File: src/rtl/f_divsqrt_if.sv
// Issue/return bundle for the f_divsqrt divide/sqrt unit.
//   master (FP issue logic): START, OP, DATA1, DATA2  ->  BUSY, VALID, RESULT, FFLAGS
//   slave  (f_divsqrt)     : the same signals with the directions reversed
interface f_divsqrt_if;
  logic        START;
  logic        OP;
  logic [31:0] DATA1;
  logic [31:0] DATA2;
  logic        BUSY;
  logic        VALID;
  logic [31:0] RESULT;
  logic [4:0]  FFLAGS;

  modport master (output START, OP, DATA1, DATA2,
                  input  BUSY, VALID, RESULT, FFLAGS);
  modport slave  (input  START, OP, DATA1, DATA2,
                  output BUSY, VALID, RESULT, FFLAGS);
endinterface

File: src/rtl/f_divsqrt.sv
// Iterative single-precision FDIV.S / FSQRT.S unit, round-toward-zero,
// subnormals flushed to zero. One result bit is produced per ITER cycle.
// Ports:
//   CLK    - rising-edge clock
//   RESET  - synchronous active-high reset, aborts any operation
//   bus    - f_divsqrt_if.slave: START/OP/DATA1/DATA2 in,
//            BUSY/VALID/RESULT/FFLAGS ({NV,DZ,OF,UF,NX}) out
module f_divsqrt #(
  parameter logic [31:0] CANONICAL_NAN = 32'h7FC00000
) (
  input  logic         CLK,
  input  logic         RESET,
  f_divsqrt_if.slave   bus
);

  typedef enum logic [1:0] {IDLE, PREP, ITER, NORM} state_t;

  state_t             state_q, state_d;
  logic [4:0]         cnt_q, cnt_d;
  logic [31:0]        a_q, a_d, b_q, b_d;
  logic               op_q, op_d, sign_q, sign_d;
  logic signed [9:0]  exp_q, exp_d;
  logic [27:0]        rem_q, rem_d;
  logic [24:0]        q_q, q_d;
  logic [23:0]        div_q, div_d;
  logic [49:0]        rad_q, rad_d;
  logic [31:0]        result_q, result_d;
  logic [4:0]         fflags_q, fflags_d;
  logic               valid_q, valid_d;

  // Pack a normalized RTZ result, saturating to max-finite on overflow and
  // flushing to signed zero on underflow. Returns {fflags, result}.
  function automatic logic [36:0] pack_rtz(input logic s, input logic signed [9:0] e,
                                           input logic [23:0] m, input logic nx);
    if (e >= 10'sd255)    return {5'b00101, s, 31'h7F7FFFFF};
    else if (e <= 10'sd0) return {5'b00011, s, 31'h00000000};
    else                  return {4'b0000, nx, s, e[7:0], m[22:0]};
  endfunction

  // Operand unpack and classification (exponent 0 counts as zero).
  logic       sa, sb, sq;
  logic [7:0] ea, eb;
  logic [23:0] ma, mb;
  logic       zero_a, zero_b, inf_a, inf_b, nan_a, nan_b, snan_a, snan_b;

  assign sa     = a_q[31];
  assign sb     = b_q[31];
  assign sq     = sa ^ sb;
  assign ea     = a_q[30:23];
  assign eb     = b_q[30:23];
  assign ma     = {1'b1, a_q[22:0]};
  assign mb     = {1'b1, b_q[22:0]};
  assign zero_a = (ea == 8'd0);
  assign zero_b = (eb == 8'd0);
  assign inf_a  = (ea == 8'hFF) && (a_q[22:0] == 23'd0);
  assign inf_b  = (eb == 8'hFF) && (b_q[22:0] == 23'd0);
  assign nan_a  = (ea == 8'hFF) && (a_q[22:0] != 23'd0);
  assign nan_b  = (eb == 8'hFF) && (b_q[22:0] != 23'd0);
  assign snan_a = nan_a && !a_q[22];
  assign snan_b = nan_b && !b_q[22];

  logic        special;
  logic [31:0] spec_res;
  logic [4:0]  spec_flg;

  always_comb begin
    special  = 1'b1;
    spec_res = CANONICAL_NAN;
    spec_flg = 5'b00000;
    if (op_q) begin
      if (nan_a)       spec_flg = {snan_a, 4'b0000};
      else if (zero_a) spec_res = {sa, 31'h0};
      else if (sa)     spec_flg = 5'b10000;
      else if (inf_a)  spec_res = 32'h7F800000;
      else             special  = 1'b0;
    end else begin
      if (nan_a || nan_b)                               spec_flg = {snan_a | snan_b, 4'b0000};
      else if ((zero_a && zero_b) || (inf_a && inf_b))  spec_flg = 5'b10000;
      else if (inf_a)  spec_res = {sq, 31'h7F800000};
      else if (inf_b)  spec_res = {sq, 31'h0};
      else if (zero_b) begin
        spec_res = {sq, 31'h7F800000};
        spec_flg = 5'b01000;
      end
      else if (zero_a) spec_res = {sq, 31'h0};
      else             special  = 1'b0;
    end
  end

  // Sqrt exponent: (E-127) made even, halved, rebiased == (E + 126 + E[0]) / 2.
  logic [9:0]        sqrt_exp;
  logic signed [9:0] div_exp;
  logic [24:0]       sqrt_x;
  assign sqrt_exp = ({2'b00, ea} + 10'd126 + {9'd0, ea[0]}) >> 1;
  assign div_exp  = $signed({2'b00, ea}) - $signed({2'b00, eb}) + 10'sd127;
  // Odd unbiased exponent (even E) doubles the radicand.
  assign sqrt_x   = ea[0] ? {1'b0, ma} : {ma, 1'b0};

  // One iteration step: restoring divide or restoring digit-by-digit root.
  logic [27:0] rem_t, trial;
  logic        step_ge;
  assign rem_t   = {rem_q[25:0], rad_q[49:48]};
  assign trial   = {1'b0, q_q, 2'b01};
  assign step_ge = op_q ? (rem_t >= trial) : (rem_q >= {4'b0000, div_q});

  // Normalization: a quotient below 1 has its leading one at bit 23.
  logic [23:0]       n_mant;
  logic              n_lost;
  logic signed [9:0] n_exp;

  always_comb begin
    n_mant = q_q[24:1];
    n_lost = q_q[0];
    n_exp  = exp_q;
    if (!op_q && !q_q[24]) begin
      n_mant = q_q[23:0];
      n_lost = 1'b0;
      n_exp  = exp_q - 10'sd1;
    end
  end

  always_comb begin
    state_d  = state_q;
    cnt_d    = cnt_q;
    a_d      = a_q;
    b_d      = b_q;
    op_d     = op_q;
    sign_d   = sign_q;
    exp_d    = exp_q;
    rem_d    = rem_q;
    q_d      = q_q;
    div_d    = div_q;
    rad_d    = rad_q;
    result_d = result_q;
    fflags_d = fflags_q;
    valid_d  = 1'b0;
    case (state_q)
      IDLE: begin
        if (bus.START) begin
          a_d     = bus.DATA1;
          b_d     = bus.DATA2;
          op_d    = bus.OP;
          state_d = PREP;
        end
      end
      PREP: begin
        if (special) begin
          result_d = spec_res;
          fflags_d = spec_flg;
          valid_d  = 1'b1;
          state_d  = IDLE;
        end else begin
          cnt_d   = 5'd0;
          q_d     = 25'd0;
          state_d = ITER;
          if (op_q) begin
            sign_d = 1'b0;
            exp_d  = $signed(sqrt_exp);
            rem_d  = 28'd0;
            rad_d  = {sqrt_x, 25'd0};
          end else begin
            sign_d = sq;
            exp_d  = div_exp;
            rem_d  = {4'b0000, ma};
            div_d  = mb;
          end
        end
      end
      ITER: begin
        q_d = {q_q[23:0], step_ge};
        if (op_q) begin
          rem_d = step_ge ? (rem_t - trial) : rem_t;
          rad_d = {rad_q[47:0], 2'b00};
        end else begin
          rem_d = (step_ge ? (rem_q - {4'b0000, div_q}) : rem_q) << 1;
        end
        cnt_d = cnt_q + 5'd1;
        if (cnt_q == 5'd24) state_d = NORM;
      end
      NORM: begin
        {fflags_d, result_d} = pack_rtz(sign_q, n_exp, n_mant, n_lost | (rem_q != 28'd0));
        valid_d = 1'b1;
        state_d = IDLE;
      end
      default: state_d = IDLE;
    endcase
  end

  always_ff @(posedge CLK) begin
    if (RESET) begin
      state_q  <= IDLE;
      cnt_q    <= 5'd0;
      valid_q  <= 1'b0;
      result_q <= 32'd0;
      fflags_q <= 5'd0;
    end else begin
      state_q  <= state_d;
      cnt_q    <= cnt_d;
      valid_q  <= valid_d;
      result_q <= result_d;
      fflags_q <= fflags_d;
    end
    a_q    <= a_d;
    b_q    <= b_d;
    op_q   <= op_d;
    sign_q <= sign_d;
    exp_q  <= exp_d;
    rem_q  <= rem_d;
    q_q    <= q_d;
    div_q  <= div_d;
    rad_q  <= rad_d;
  end

  assign bus.BUSY   = (state_q != IDLE);
  assign bus.VALID  = valid_q;
  assign bus.RESULT = result_q;
  assign bus.FFLAGS = fflags_q;

endmodule

File: src/flat_wrapper.sv
// flat-port wrapper written by rule: the top's interface ports become plain ports
module f_divsqrt_flat 
#(
  parameter logic [31:0] CANONICAL_NAN = 32'h7FC00000
)
  (CLK, RESET, bus_START, bus_OP, bus_DATA1, bus_DATA2, bus_BUSY, bus_VALID, bus_RESULT, bus_FFLAGS);
  f_divsqrt_if bus_i ();
  input  logic CLK;
  input  logic RESET;
  input wire logic [$bits(bus_i.START)-1:0] bus_START;
  input wire logic [$bits(bus_i.OP)-1:0] bus_OP;
  input wire logic [$bits(bus_i.DATA1)-1:0] bus_DATA1;
  input wire logic [$bits(bus_i.DATA2)-1:0] bus_DATA2;
  output wire logic [$bits(bus_i.BUSY)-1:0] bus_BUSY;
  output wire logic [$bits(bus_i.VALID)-1:0] bus_VALID;
  output wire logic [$bits(bus_i.RESULT)-1:0] bus_RESULT;
  output wire logic [$bits(bus_i.FFLAGS)-1:0] bus_FFLAGS;
  assign bus_i.START = bus_START;
  assign bus_i.OP = bus_OP;
  assign bus_i.DATA1 = bus_DATA1;
  assign bus_i.DATA2 = bus_DATA2;
  assign bus_BUSY = bus_i.BUSY;
  assign bus_VALID = bus_i.VALID;
  assign bus_RESULT = bus_i.RESULT;
  assign bus_FFLAGS = bus_i.FFLAGS;
  f_divsqrt #(.CANONICAL_NAN(CANONICAL_NAN)) u_core (.CLK(CLK), .RESET(RESET), .bus(bus_i));
endmodule
File: config.mk
export PLATFORM = sky130hd
export DESIGN_NAME = f_divsqrt_flat
export DESIGN_NICKNAME = d
export VERILOG_FILES = /design/src/rtl/f_divsqrt_if.sv /design/src/rtl/f_divsqrt.sv /design/src/flat_wrapper.sv
export SDC_FILE = /design/constraint.sdc
export NUM_CORES = 1
export LEC_CHECK = 0
export ABC_AREA = 0
export CORE_AREA = 3 3 181 183
export CTS_CLUSTER_DIAMETER = 60
export DETAILED_ROUTE_END_ITERATION = 10
export DIE_AREA = 0 0 184 186
export MAX_ROUTING_LAYER = met4
export PLACE_DENSITY = 0.75
export SETUP_SLACK_MARGIN = 0.2
export SLEW_MARGIN = 20
export SYNTH_ARGS = -nofsm -noshare
export SYNTH_HDL_FRONTEND = slang
export SYNTH_SLANG_ARGS = --single-unit
File: constraint.sdc
create_clock -name CLK -period 4.35 [get_ports CLK]
set_input_delay 0.87 -clock CLK [delete_from_list [all_inputs] [get_ports CLK]]
set_output_delay 0.87 -clock CLK [all_outputs]
set_load 0.05 [all_outputs]
* Yosys cells after proc, flatten, opt, wreduce, memory -nomap -nowiden
Cells that the tools add are included.
** Operators by class
- Equality and inequality tests :: 12
- Add/subtract/negate cells :: 8
- Order comparisons :: 4
- Reduce and logical (&&, ||, !) cells :: 33
- Mux-type cells :: 63
- Bitwise operators :: 5
** Operator list (number)
- $mux W32 :: 11
- $mux W50 :: 3
- $pmux W50 S2 :: 1
- $mux W28 :: 3
- $pmux W32 S2 :: 1
- $pmux W28 S2 :: 1
- $mux W25 :: 2
- $mux W5 :: 10
- $pmux W25 S2 :: 1
- $logic_not A23 Y1 :: 2
- $mux W23 :: 2
- $reduce_bool A23 Y1 :: 2
- $mux W37 :: 1
- $mux W34 :: 1
- $ge A28 B24 Y1 :: 1
- $ge A28 B27 Y1 :: 1
- $reduce_bool A28 Y1 :: 1
- $sub A28 B27 Y28 :: 1
- $mux W27 :: 1
- $sub A27 B24 Y27 :: 1
- $mux W24 :: 1
- $pmux W5 S2 :: 2
- $eq A8 B8 Y1 const B :: 2
- $logic_not A8 Y1 :: 2
- other kinds (31) :: 71
** Word-level totals
- Bits in registers :: 247
- Logic and storage cells :: 140

* Depth between registers and ports, before layout
- Depth after elaboration :: 10
- Depth in mapped cells :: 15
- Depth with buffers taken out :: 13

* Worst setup path after synthesis
OpenSTA, ideal clock, no wires.
- Path kind :: reg2reg
- Start point :: reg u_core.a_q[23]
- End point :: reg u_core.div_q[0], enable pin
- Data required time :: 3.889 ns
- Clock period less this slack :: 4.545 ns
- Stages on the path, launching flop included :: 9
- Data arrival time :: 4.083 ns
- Slack :: -0.195 ns
- Path through :: edfxtp_1 clkbuf_1 buf_1 inv_1 ha_1 and3_1 nor2_1 nand2_1 nor4_1
** On the way
- Longest elaborated chain between the ends :: 10
** RTL lines
- start, declared :: line f_divsqrt.sv:20 : logic [31:0] a_q, a_d, b_q, b_d;
- start signal, assigned :: line f_divsqrt.sv:203 : a_q <= a_d;
- $logic_not A8 Y1 :: line f_divsqrt.sv:53 : assign zero_a = (ea == 8'd0);
- $mux W1 :: line f_divsqrt.sv:85 : else if (zero_a) spec_res = {sq, 31'h0};
- $mux W1 :: line f_divsqrt.sv:81 : else if (zero_b) begin
- $mux W1 :: line f_divsqrt.sv:80 : else if (inf_b) spec_res = {sq, 31'h0};
- $mux W1 :: line f_divsqrt.sv:79 : else if (inf_a) spec_res = {sq, 31'h7F800000};
- $mux W1 :: line f_divsqrt.sv:78 : else if ((zero_a && zero_b) || (inf_a && inf_b)) spec_flg = 5'b10000;
- $mux W1 :: line f_divsqrt.sv:77 : if (nan_a || nan_b) spec_flg = {snan_a | snan_b, 4'b0000};
- $mux W1 * :: line f_divsqrt.sv:70 : if (op_q) begin
- $not A1 Y1 (no source line) *
- $reduce_and A3 Y1 (no source line) *
- end signal, assigned :: line f_divsqrt.sv:210 : div_q <= div_d;
- end, declared :: line f_divsqrt.sv:25 : logic [23:0] div_q, div_d;
Every way passes the cells marked *; elsewhere a longest branch is shown, timed or not.
A chain may end at the register's enable or synchronous reset.

* Worst setup path in the final report
- Start point :: reg u_core.rem_q[16]
- End point :: reg u_core.rem_q[26], data pin
** On the way
- Longest elaborated chain between the ends :: 5
** RTL lines
- start, declared :: line f_divsqrt.sv:23 : logic [27:0] rem_q, rem_d;
- start signal, assigned :: line f_divsqrt.sv:208 : rem_q <= rem_d;
- $ge A28 B24 Y1 or $ge A28 B27 Y1 (tied branches) :: line f_divsqrt.sv:104 : assign step_ge = op_q ? (rem_t >= trial) : (rem_q >= {4'b0000, div_q});
- $mux W1 :: line f_divsqrt.sv:104
- $mux W27 or $mux W28 (tied branches) :: line f_divsqrt.sv:175, f_divsqrt.sv:172
- $mux W28 * :: line f_divsqrt.sv:171 : if (op_q) begin
- $pmux W28 S2 * :: line f_divsqrt.sv:137 : case (state_q)
Marked as above.

==> qor.txt <==
status - finished clean
dominant cell type by area after synthesis - edfxtp_1
Die Span X - 184 µm
Synth top area share - 39.5%
post-CTS resize count - 0
Ant. Diodes - 0
clk_skew - 0.0141 ns
I/O Pins - 107
mapped cell area - 13400 µm²
setup bufs post-CTS - 0
Async S/R FF share, synth - 0%
Worst Tran Pin Value - 0.850 ns
CP top delay family - compound AO/OA/AOI/OAI gates
worst-path maximum fanout - 7
crit path time final - 3.83 ns
synth warn - 0
Mapped Nets - 1548
Final Slew Violations - 0
critical-path cell with the highest stage delay - a2111oi_1
Pwr Density - 468 nW/µm²
Overflow after GRT - 0
fmax - 0.261 GHz
routed vias - 11100
first-pass GRT wire length - 55.7 mm
# hold bufs at CTS - 0
hold crit path type - register to register
vias in the first global route - 10300
detailed placement HPWL - 26.3 mm
setup_tns - 0 ns
period utilization - 88.1%
number of port buffers - 106
Final setup viols - 0
ys flop type - edfxtp_1
Worst path max stage delay - 0.59 ns
Cell Chain, Critical Path - ha_1 > nand3_2 > nor4_1 > o21ai_1 > a31o_1 > a22o_1 > a2111oi_1 > xnor2_1 > a211oi_2
chip height - 186 µm
Critical Path Sink Type - register
Hold WS - 0.446 ns
routed len/inst - 18.4 µm
buffer and inverter count on the worst path - 0
final hold vios - 0
routability-driven placement congestion ratio - 0.956
Iteration-0 DRC Markers - 1039
top cells by area, synth - edfxtp_1 40%, dfxtp_1 6.7%, ha_1 6.7%
ratio of cells with drive above 1 in the final layout - 6.47%
Area Growth Syn to Fin - 18.2%
Design Power - 7440 µW
die area - 34200 µm²
row cnt - 65
CTS Root Buffer Type - clkbuf_16
startpoint types - register
htree depth - 1
placed cell area - 14900 µm²
Seq/Total Area, Yosys - 46.2%
number of maximum-capacitance violations - 0
Worst slew margin - 43.3%
mean area per synthesized cell - 9.56 µm²
RSZ-0062 raised after global routing - no
CTS Buf Count - 29
Post-synth EDFFs - 177
leak pwr - 0.00596 µW
Clock Path Buffers - 3
largest net degree at the start of global routing - 78
FF+latch count, synth - 222
design area - 15900 µm²
Detailed Route WL - 35.2 mm
drt first pass iters - 5
kind of critical path - register to register
clock sinks - 222
Distinct cells, synth - 78
CTS tree - yes
initial antenna violation count - 0
final net count - 1634
clock-pin transition on the worst setup and hold timing paths - 0.06 ns
number of remaining DRC errors - 0
initial core utilization - 42.8%
vias per cell - 5.77
total track usage - 20.7%
Worst-Skew Late Latency - 0.55 ns
maximum vdd drop - 0.338 mV
Cells after Synth - 1406
Worst EP required - 4.63 ns
final antenna-violating net count - 0
Arr. time, crit path - 4.11 ns
Core Region - 31400 µm²
## layout by cell type, fill, tap and decap left out, types with 10 or more instances in the layout
| cell type | count |
|---|---|
| or3_1 | 12 |
| buf_4 | 18 |
| nand4_1 | 13 |
| nor2_1 | 122 |
| xor2_1 | 25 |
| edfxtp_1 | 177 |
| o21ai_0 | 92 |
| inv_1 | 86 |
| a21o_1 | 33 |
| dfxtp_1 | 45 |
| ha_1 | 71 |
| nor4_1 | 27 |
| o21a_1 | 12 |
| nand3_1 | 26 |
| o211ai_1 | 10 |
| nand2b_1 | 13 |
| xnor2_1 | 36 |
| a211oi_1 | 22 |
| clkbuf_16 | 31 |
| a21oi_1 | 132 |
| nand2_1 | 147 |
| mux2i_1 | 28 |
| a31oi_1 | 12 |
| clkdlybuf4s50_1 | 106 |
| a32oi_1 | 24 |
| nor3_1 | 29 |
## cells in the mapped netlist, drive strengths merged (10+ instances only)
| library cell | instances |
|---|---|
| or3 | 14 |
| ha | 72 |
| xnor2 | 37 |
| o21a | 12 |
| o21ai | 95 |
| nor4 | 28 |
| nor2 | 123 |
| a21o | 33 |
| nand2 | 147 |
| and2 | 10 |
| buf | 21 |
| xor2 | 25 |
| nand3 | 28 |
| dfxtp | 45 |
| a31oi | 12 |
| a32oi | 24 |
| nand2b | 13 |
| a21oi | 132 |
| clkbuf | 49 |
| nor3 | 30 |
| mux2i | 28 |
| nand4 | 13 |
| inv | 89 |
| o211ai | 10 |
| a211oi | 23 |
| edfxtp | 177 |
## where the power goes
| group | internal (µW) | switching, µW | total, µW |
|---|---|---|---|
| registers | 2590 | 209 | 2800 |
| logic | 837 | 1350 | 2190 |
| clock network | 1520 | 936 | 2450 |
| total | 4950 | 2500 | 7440 |
## through the flow
stage | worst slack, ns | cells | utilization [%]
6_report | 0.516 | 1917 | 50.6
5_1_grt | 0.275 | 1917 | 50.6
4_1_cts | 0.609 | 1917 | 50.6
3_5_place_dp | 0.696 | 1863 | 47.4
3_3_place_gp | 0.696 | 1863 | 47.4
2_1_floorplan | 0.523 | 1406 | -
## worst paths after layout
kind,from,depth (start not counted),slack (ns),to
max,u_core.rem_q[16],9,0.52,u_core.rem_q[26]
min reg2reg,u_core.b_q[1],0,0.45,u_core.div_q[1]
min,u_core.b_q[1],0,0.45,u_core.div_q[1]
max reg2reg,u_core.rem_q[16],9,0.52,u_core.rem_q[26]
## layout make-up
class,instances,area (µm²)
fill,2852,15500
multi-input combinational,1025,6610
clock inverter,17,190
inverter,89,343
clock buffer,37,816
sequential,222,6220
tap,402,503
timing repair buffer,125,1220
## layer usage
| layer | part of all wire (%) | vias up | track usage [%] |
|---|---|---|---|
| met3 | 7.1 | 75 | 2.79 |
| met1 | 47 | 5180 | 30.0 |
| met4 | 3.0 | 0 | 6.29 |
| li1 | - | 5403 | - |
| met2 | 43 | 410 | 30.2 |
| met5 | 0 | - | - |
## kinds of logic (layout without fill, tap and decap cells)
logic type | Yosys count | in the layout | synth area share, %
AO/OA/AOI/OAI | 426 | 426 | 20.5
XOR/XNOR | 62 | 62 | 4.10
adder cells (fa/ha/maj) | 74 | 74 | 7.00
buffers and inverters | 159 | 268 | 4.79
flip-flops | 222 | 222 | 46.2
multiplexers | 30 | 30 | 2.42
AND/OR/NAND/NOR | 433 | 433 | 14.9
## state kept, by name (all words and copies together), names as in the netlist, named ones only
| name | cells |
|---|---|
| u_core.a_q | 32 |
| u_core.b_q | 32 |
| u_core.bus.RESULT | 32 |
| u_core.rem_q | 28 |
| u_core.q_q | 25 |
| u_core.rad_q | 25 |
| u_core.div_q | 23 |
| u_core.exp_q | 10 |
| u_core.bus.FFLAGS | 5 |
| u_core.cnt_q | 5 |
| u_core.bus.VALID | 1 |
| u_core.op_q | 1 |
| u_core.sign_q | 1 |
| u_core.state_q | 1 |
No activity file was read; power rests on OpenSTA's default activity.
==> variant 1 (config.mk and constraints unchanged) <==
One comparison of `cnt_q` changes from == to >=.
--- a/src/rtl/f_divsqrt.sv
+++ b/src/rtl/f_divsqrt.sv
@@ -175,7 +175,7 @@
           rem_d = (step_ge ? (rem_q - {4'b0000, div_q}) : rem_q) << 1;
         end
         cnt_d = cnt_q + 5'd1;
-        if (cnt_q == 5'd24) state_d = NORM;
+        if (cnt_q >= 5'd24) state_d = NORM;
       end
       NORM: begin
         {fflags_d, result_d} = pack_rtz(sign_q, n_exp, n_mant, n_lost | (rem_q != 28'd0));
Formal check against the unedited RTL: no difference found for any inputs over 4 cycles, from zero or initial values and one cycle with RESET high; that may be too few to reach the edited logic, so the function may still have changed.
==> variant 1 against the original RTL <==
  * Clock power decreased by 15%
  * Via count rose by 0.14%
  * Final area grew 0.35%
  * Sequential cell count stayed put
  * Total power decreased by 3.3%
  * Wire length down 0.34%
  * Worst setup slack better by 88 ps
  * Area after synthesis grew 1.5%
  * Largest cell class unchanged
==> variant 1: results (changes against the original RTL) <==
* Pin count of the biggest net entering global routing at 71 (-9.0%)
* Top post-synthesis cells by area: edfxtp_1 (39%), dfxtp_1 (6.6%), ha_1 (6.5%), nand2_1 (4.3%), nor2_1 (3.4%)
* Cell variety after synth at 85 (+9.0%)
* Commonest cells post-synth: edfxtp_1 (177), nand2_1 (158), nor2_1 (125)
* Clock Path Buffers at 3 (unchanged)
* Outcome: finished, final reports clean
* IO buf count at 106 (unchanged)
* WP data arrival at 4050 ps (-60 ps)
* Fillers at 2847 (-0.18%)
* Synth Net Count at 1531 (-1.1%)
* Via density at 5.80 (+0.51%)
* Comb group at 2.30 mW (+5%)
* Top FF cell, synth: edfxtp_1
* Synthesized area per cell at 9.81 µm² (+2.6%)
* CTS resizes at 0 (unchanged)
* Iteration count of the initial detailed-routing pass at 5 (unchanged)
* Fin cells at 1910 (-0.37%)
* Clock Latency Late Sink at 560 ps
* Clock skew at 18.8 ps (+4.78 ps)
* Leak Pwr at 6.17 nW (+3.6%)
* CP Max Fanout at 19 (+12)
* Final GP Congestion at 0.973 (+1.8%)
* Detailed Route WL at 35100 µm (-0.34%)
* H-tree depth at 1 (unchanged)
* All-Layer GR Usage at 20.4% (-0.24 points)
* Net switching power at 2.54 mW (+1.5%)
* Worst path max stage delay at 400 ps (-190 ps)
* CP max stage cell: edfxtp_1
* Hold buffers post-CTS at 0 (unchanged)
* TritonCTS Buffers at 27 (-6.9%)
* DP Worst Slack at 672 ps (-23.7 ps)
* First-pass GRT wire length at 54700 µm (-1.8%)
* DP HPWL at 26100 µm (-1.1%)
* Worst-path clk slew at 60 ps (about the same)
* Share of cells above drive strength 1 at 7.49% (+1.0 points)
* Final #Nets at 1628 (-0.37%)
* Setup bufs post-CTS at 0 (unchanged)
* DR iter-0 viols at 1168 (+12%)
* Vias in the first global route at 10196 (-0.93%)
* IR drop worst, VDD at 0.274 mV (-19%)
* Tightest Pin Transition at 969 ps (+119 ps)
* Asr flop ratio synth at 0% (unchanged)
* EDFF count, synth at 177 (unchanged)
* Sequential area share after synthesis at 45.6% (-0.67 points)
* Cell family with most CP delay: compound AO/OA/AOI/OAI gates
==> variant 1: cell families (layout without fill, tap and decap cells) <==
group	count (synthesis)	count (layout)	share of synthesized area (%)
AND/OR/NAND/NOR	443	443	15.1
AO/OA/AOI/OAI	382	382	19.4
flip-flops	222	222	45.6
buffers and inverters	152	270	4.55
XOR/XNOR	77	77	5.00
adder cells (fa/ha/maj)	73	73	6.81
multiplexers	41	41	3.58
==> variant 1: metal layers <==
layer | global-route usage (%) | vias up | part of all wire (%)
li1 | - | 5317 | -
met1 | 29.0 | 5267 | 45
met2 | 30.7 | 418 | 44
met3 | 2.78 | 82 | 7.9
met4 | 6.02 | 0 | 3.0
met5 | - | - | 0
==> variant 1: area by class of cell <==
class / instances / area share [%]
multi-input cells: 1016 / 42.8
flip-flops and latches: 222 / 39.0
repair buffers: 129 / 7.74
clock buffers: 33 / 4.44
well taps: 402 / 3.15
inverters: 91 / 2.14
clock inverters: 17 / 0.745
==> variant 1: worst paths after layout <==
check	start	endpoint	slack (ps)	cells after the start
setup reg to reg	u_core.rem_q[0]	u_core.rem_q[4]	600	13
hold / removal	u_core.b_q[4]	u_core.div_q[4]	450	0
hold reg to reg	u_core.b_q[4]	u_core.div_q[4]	450	0
setup / recovery	u_core.rem_q[0]	u_core.rem_q[4]	600	13
==> variant 1: through the flow <==
| step | total power [mW] | cell area, µm² |
|---|---|---|
| 3_5_place_dp | 5.10 | 15100 |
| 4_1_cts | 7.20 | 15900 |
| 2_1_floorplan | 4.44 | 13700 |
| 5_1_grt | 7.57 | 15900 |
| 3_3_place_gp | 5.07 | 15100 |
| 6_report | 7.20 | 15900 |
==> variant 2 (same settings) <==
Without the edit above. `CANONICAL_NAN` is set to 32'h7FC00000 in 2 places; all go to 32'h3FE00000.
--- a/src/rtl/f_divsqrt.sv
+++ b/src/rtl/f_divsqrt.sv
@@ -6,7 +6,7 @@
 //   bus    - f_divsqrt_if.slave: START/OP/DATA1/DATA2 in,
 //            BUSY/VALID/RESULT/FFLAGS ({NV,DZ,OF,UF,NX}) out
 module f_divsqrt #(
-  parameter logic [31:0] CANONICAL_NAN = 32'h7FC00000
+  parameter logic [31:0] CANONICAL_NAN = 32'h3FE00000
 ) (
   input  logic         CLK,
   input  logic         RESET,
--- a/src/flat_wrapper.sv
+++ b/src/flat_wrapper.sv
@@ -1,7 +1,7 @@
 // flat-port wrapper written by rule: the top's interface ports become plain ports
 module f_divsqrt_flat 
 #(
-  parameter logic [31:0] CANONICAL_NAN = 32'h7FC00000
+  parameter logic [31:0] CANONICAL_NAN = 32'h3FE00000
 )
   (CLK, RESET, bus_START, bus_OP, bus_DATA1, bus_DATA2, bus_BUSY, bus_VALID, bus_RESULT, bus_FFLAGS);
   f_divsqrt_if bus_i ();
Formal check against the unedited RTL: not equivalent (a bounded check fails within 4 cycles, from zero or initial values and one cycle with RESET high).
==> variant 2 against the original RTL <==
  * Final area decreased by 0.51%
  * Area after synthesis increased by 0.28%
  * Clock power decreased by 7%
  * Wire length about the same
  * Synthesized cell count increased by 0.14%
  * Worst setup slack got worse by 120 ps
  * Total power decreased by 3.1%
  * Sequential cell count unchanged
  * Critical endpoint is now u_core.rem_q[23]
  * Largest cell class unchanged
  * Largest power group unchanged
==> variant 2: results (changes against the original RTL) <==
* Outcome: finished, final reports clean
* All-Layer GR Usage at 20.8% (+0.073 points)
* Sequential area share after synthesis at 46.1% (-0.13 points)
* Clock skew at 29.9 ps (+15.8 ps)
* Worst-path clk slew at 60 ps (about the same)
* Worst hold start: u_core.b_q[15]
* Synthesis warning total at 0 (unchanged)
* Clock Path Buffers at 3 (unchanged)
* Final GP Congestion at 0.930 (-2.7%)
* CTS resizes at 0 (unchanged)
* Crit path from: u_core.rem_q[0]
* Commonest cells post-synth: nand2_1 (184), edfxtp_1 (177), a21oi_1 (105), nor2_1 (105), inv_1 (91)
* DP Area at 0.0149 mm² (+0.12%)
* Iteration count of the initial detailed-routing pass at 5 (unchanged)
* DP HPWL at 26300 µm (-0.15%)
* TritonCTS Buffers at 27 (-6.9%)
* Worst path max stage delay at 700 ps (+110 ps)
* Antenna cells at 0 (unchanged)
* Worst min-delay path category: reg -> reg
* Vias in the first global route at 10195 (-0.94%)
* Fillers at 2813 (-1.4%)
* DR iter-0 viols at 1005 (-3.3%)
* CP max stage cell: o22a_1
* First-pass GRT wire length at 55400 µm (-0.62%)
* Adder-cell area share of the yosys netlist at 6.98% (-0.019 points)
* Top post-synthesis cells by area: edfxtp_1 (39%), dfxtp_1 (6.7%), ha_1 (6.7%), nand2_1 (5.1%), a21oi_1 (3.9%)
* Detailed Route WL at 35200 µm (about the same)
* Initial antenna violation count at 0 (unchanged)
* Pin count of the biggest net entering global routing at 83 (+6.4%)
* Clock Latency Late Sink at 550 ps (about the same)
* Top FF cell, synth: edfxtp_1
* Slew margin rel. at 31.9% (-11 points)
* Leak Pwr at 5.95 nW (-0.13%)
* Asr flop ratio synth at 0% (unchanged)
* IR drop worst, VDD at 0.275 mV (-19%)
* Cell variety after synth at 80 (+2.6%)
* H-tree depth at 1 (unchanged)
* Share of cells above drive strength 1 at 5.36% (-1.1 points)
* Synth Net Count at 1550 (+0.13%)
* Mux cell area share after synthesis at 1.86% (-0.56 points)
* Area fraction in compound gates after synthesis at 19.7% (-0.86 points)
* Xor-xnor portion of the synthesized cell area at 4.82% (+0.72 points)
* Routed vias at 11013 (-0.50%)
* IO buf count at 106 (unchanged)
* WP data arrival at 4250 ps (+140 ps)
* Setup bufs post-CTS at 0 (unchanged)
* CP Max Fanout at 19 (+12)
* EDFF count, synth at 177 (unchanged)
variant 2: path summary, 6_finish.rpt:
path	slack [ps]	endpoint	depth (start not counted)
worst max-delay path	400	u_core.rem_q[23]	11
worst min-delay path	450	u_core.div_q[15]	0
worst max register to register	400	u_core.rem_q[23]	11
worst min register to register	450	u_core.div_q[15]	0
variant 2: through the flow:
| stage | std cells | hold WS (ps) | setup slack, ps |
|---|---|---|---|
| 4_1_cts | 1914 | 448 | 481 |
| 3_3_place_gp | 1864 | 431 | 552 |
| 6_report | 1914 | 447 | 401 |
| 2_1_floorplan | 1408 | 427 | 804 |
| 5_1_grt | 1914 | 453 | 250 |
| 3_5_place_dp | 1864 | 433 | 463 |
variant 2: cell type report:
type / instances / area [µm²] / share of cell area [%]
multi-input cells: 1027 / 6640 / 42.0
clock inverters: 16 / 183 / 1.16
inverters: 91 / 342 / 2.16
well taps: 402 / 503 / 3.18
flip-flops and latches: 222 / 6220 / 39.3
clock buffers: 34 / 723 / 4.57
repair buffers: 122 / 1210 / 7.63
variant 2: worst max-delay path: cells and delay by family (launching register included):
family,cells,cell delay (ps)
AO/OA/AOI/OAI,6,2210
adder cells (fa/ha/maj),2,620
flip-flops,1,460
AND/OR/NAND/NOR,2,350
buffers and inverters,1,80
variant 2: per-layer routing:
layer  GRT usage [%]  vias up  part of all wire, %  wire [µm]
met1            29.5     5205                   46      16200
met3            2.91       59                  7.3       2570
met2            31.7      398                   44      15600
li1                -     5351                    -          -
met4            4.84        0                  2.3        824
met5               -        -                    0          0
variant 2: power breakdown:
part           switching [mW]  leakage [nW]  internal, mW
clock network           0.900         0.439          1.37
logic                    1.30          3.46         0.814
registers               0.236          2.05          2.59
total                    2.44          5.95          4.78
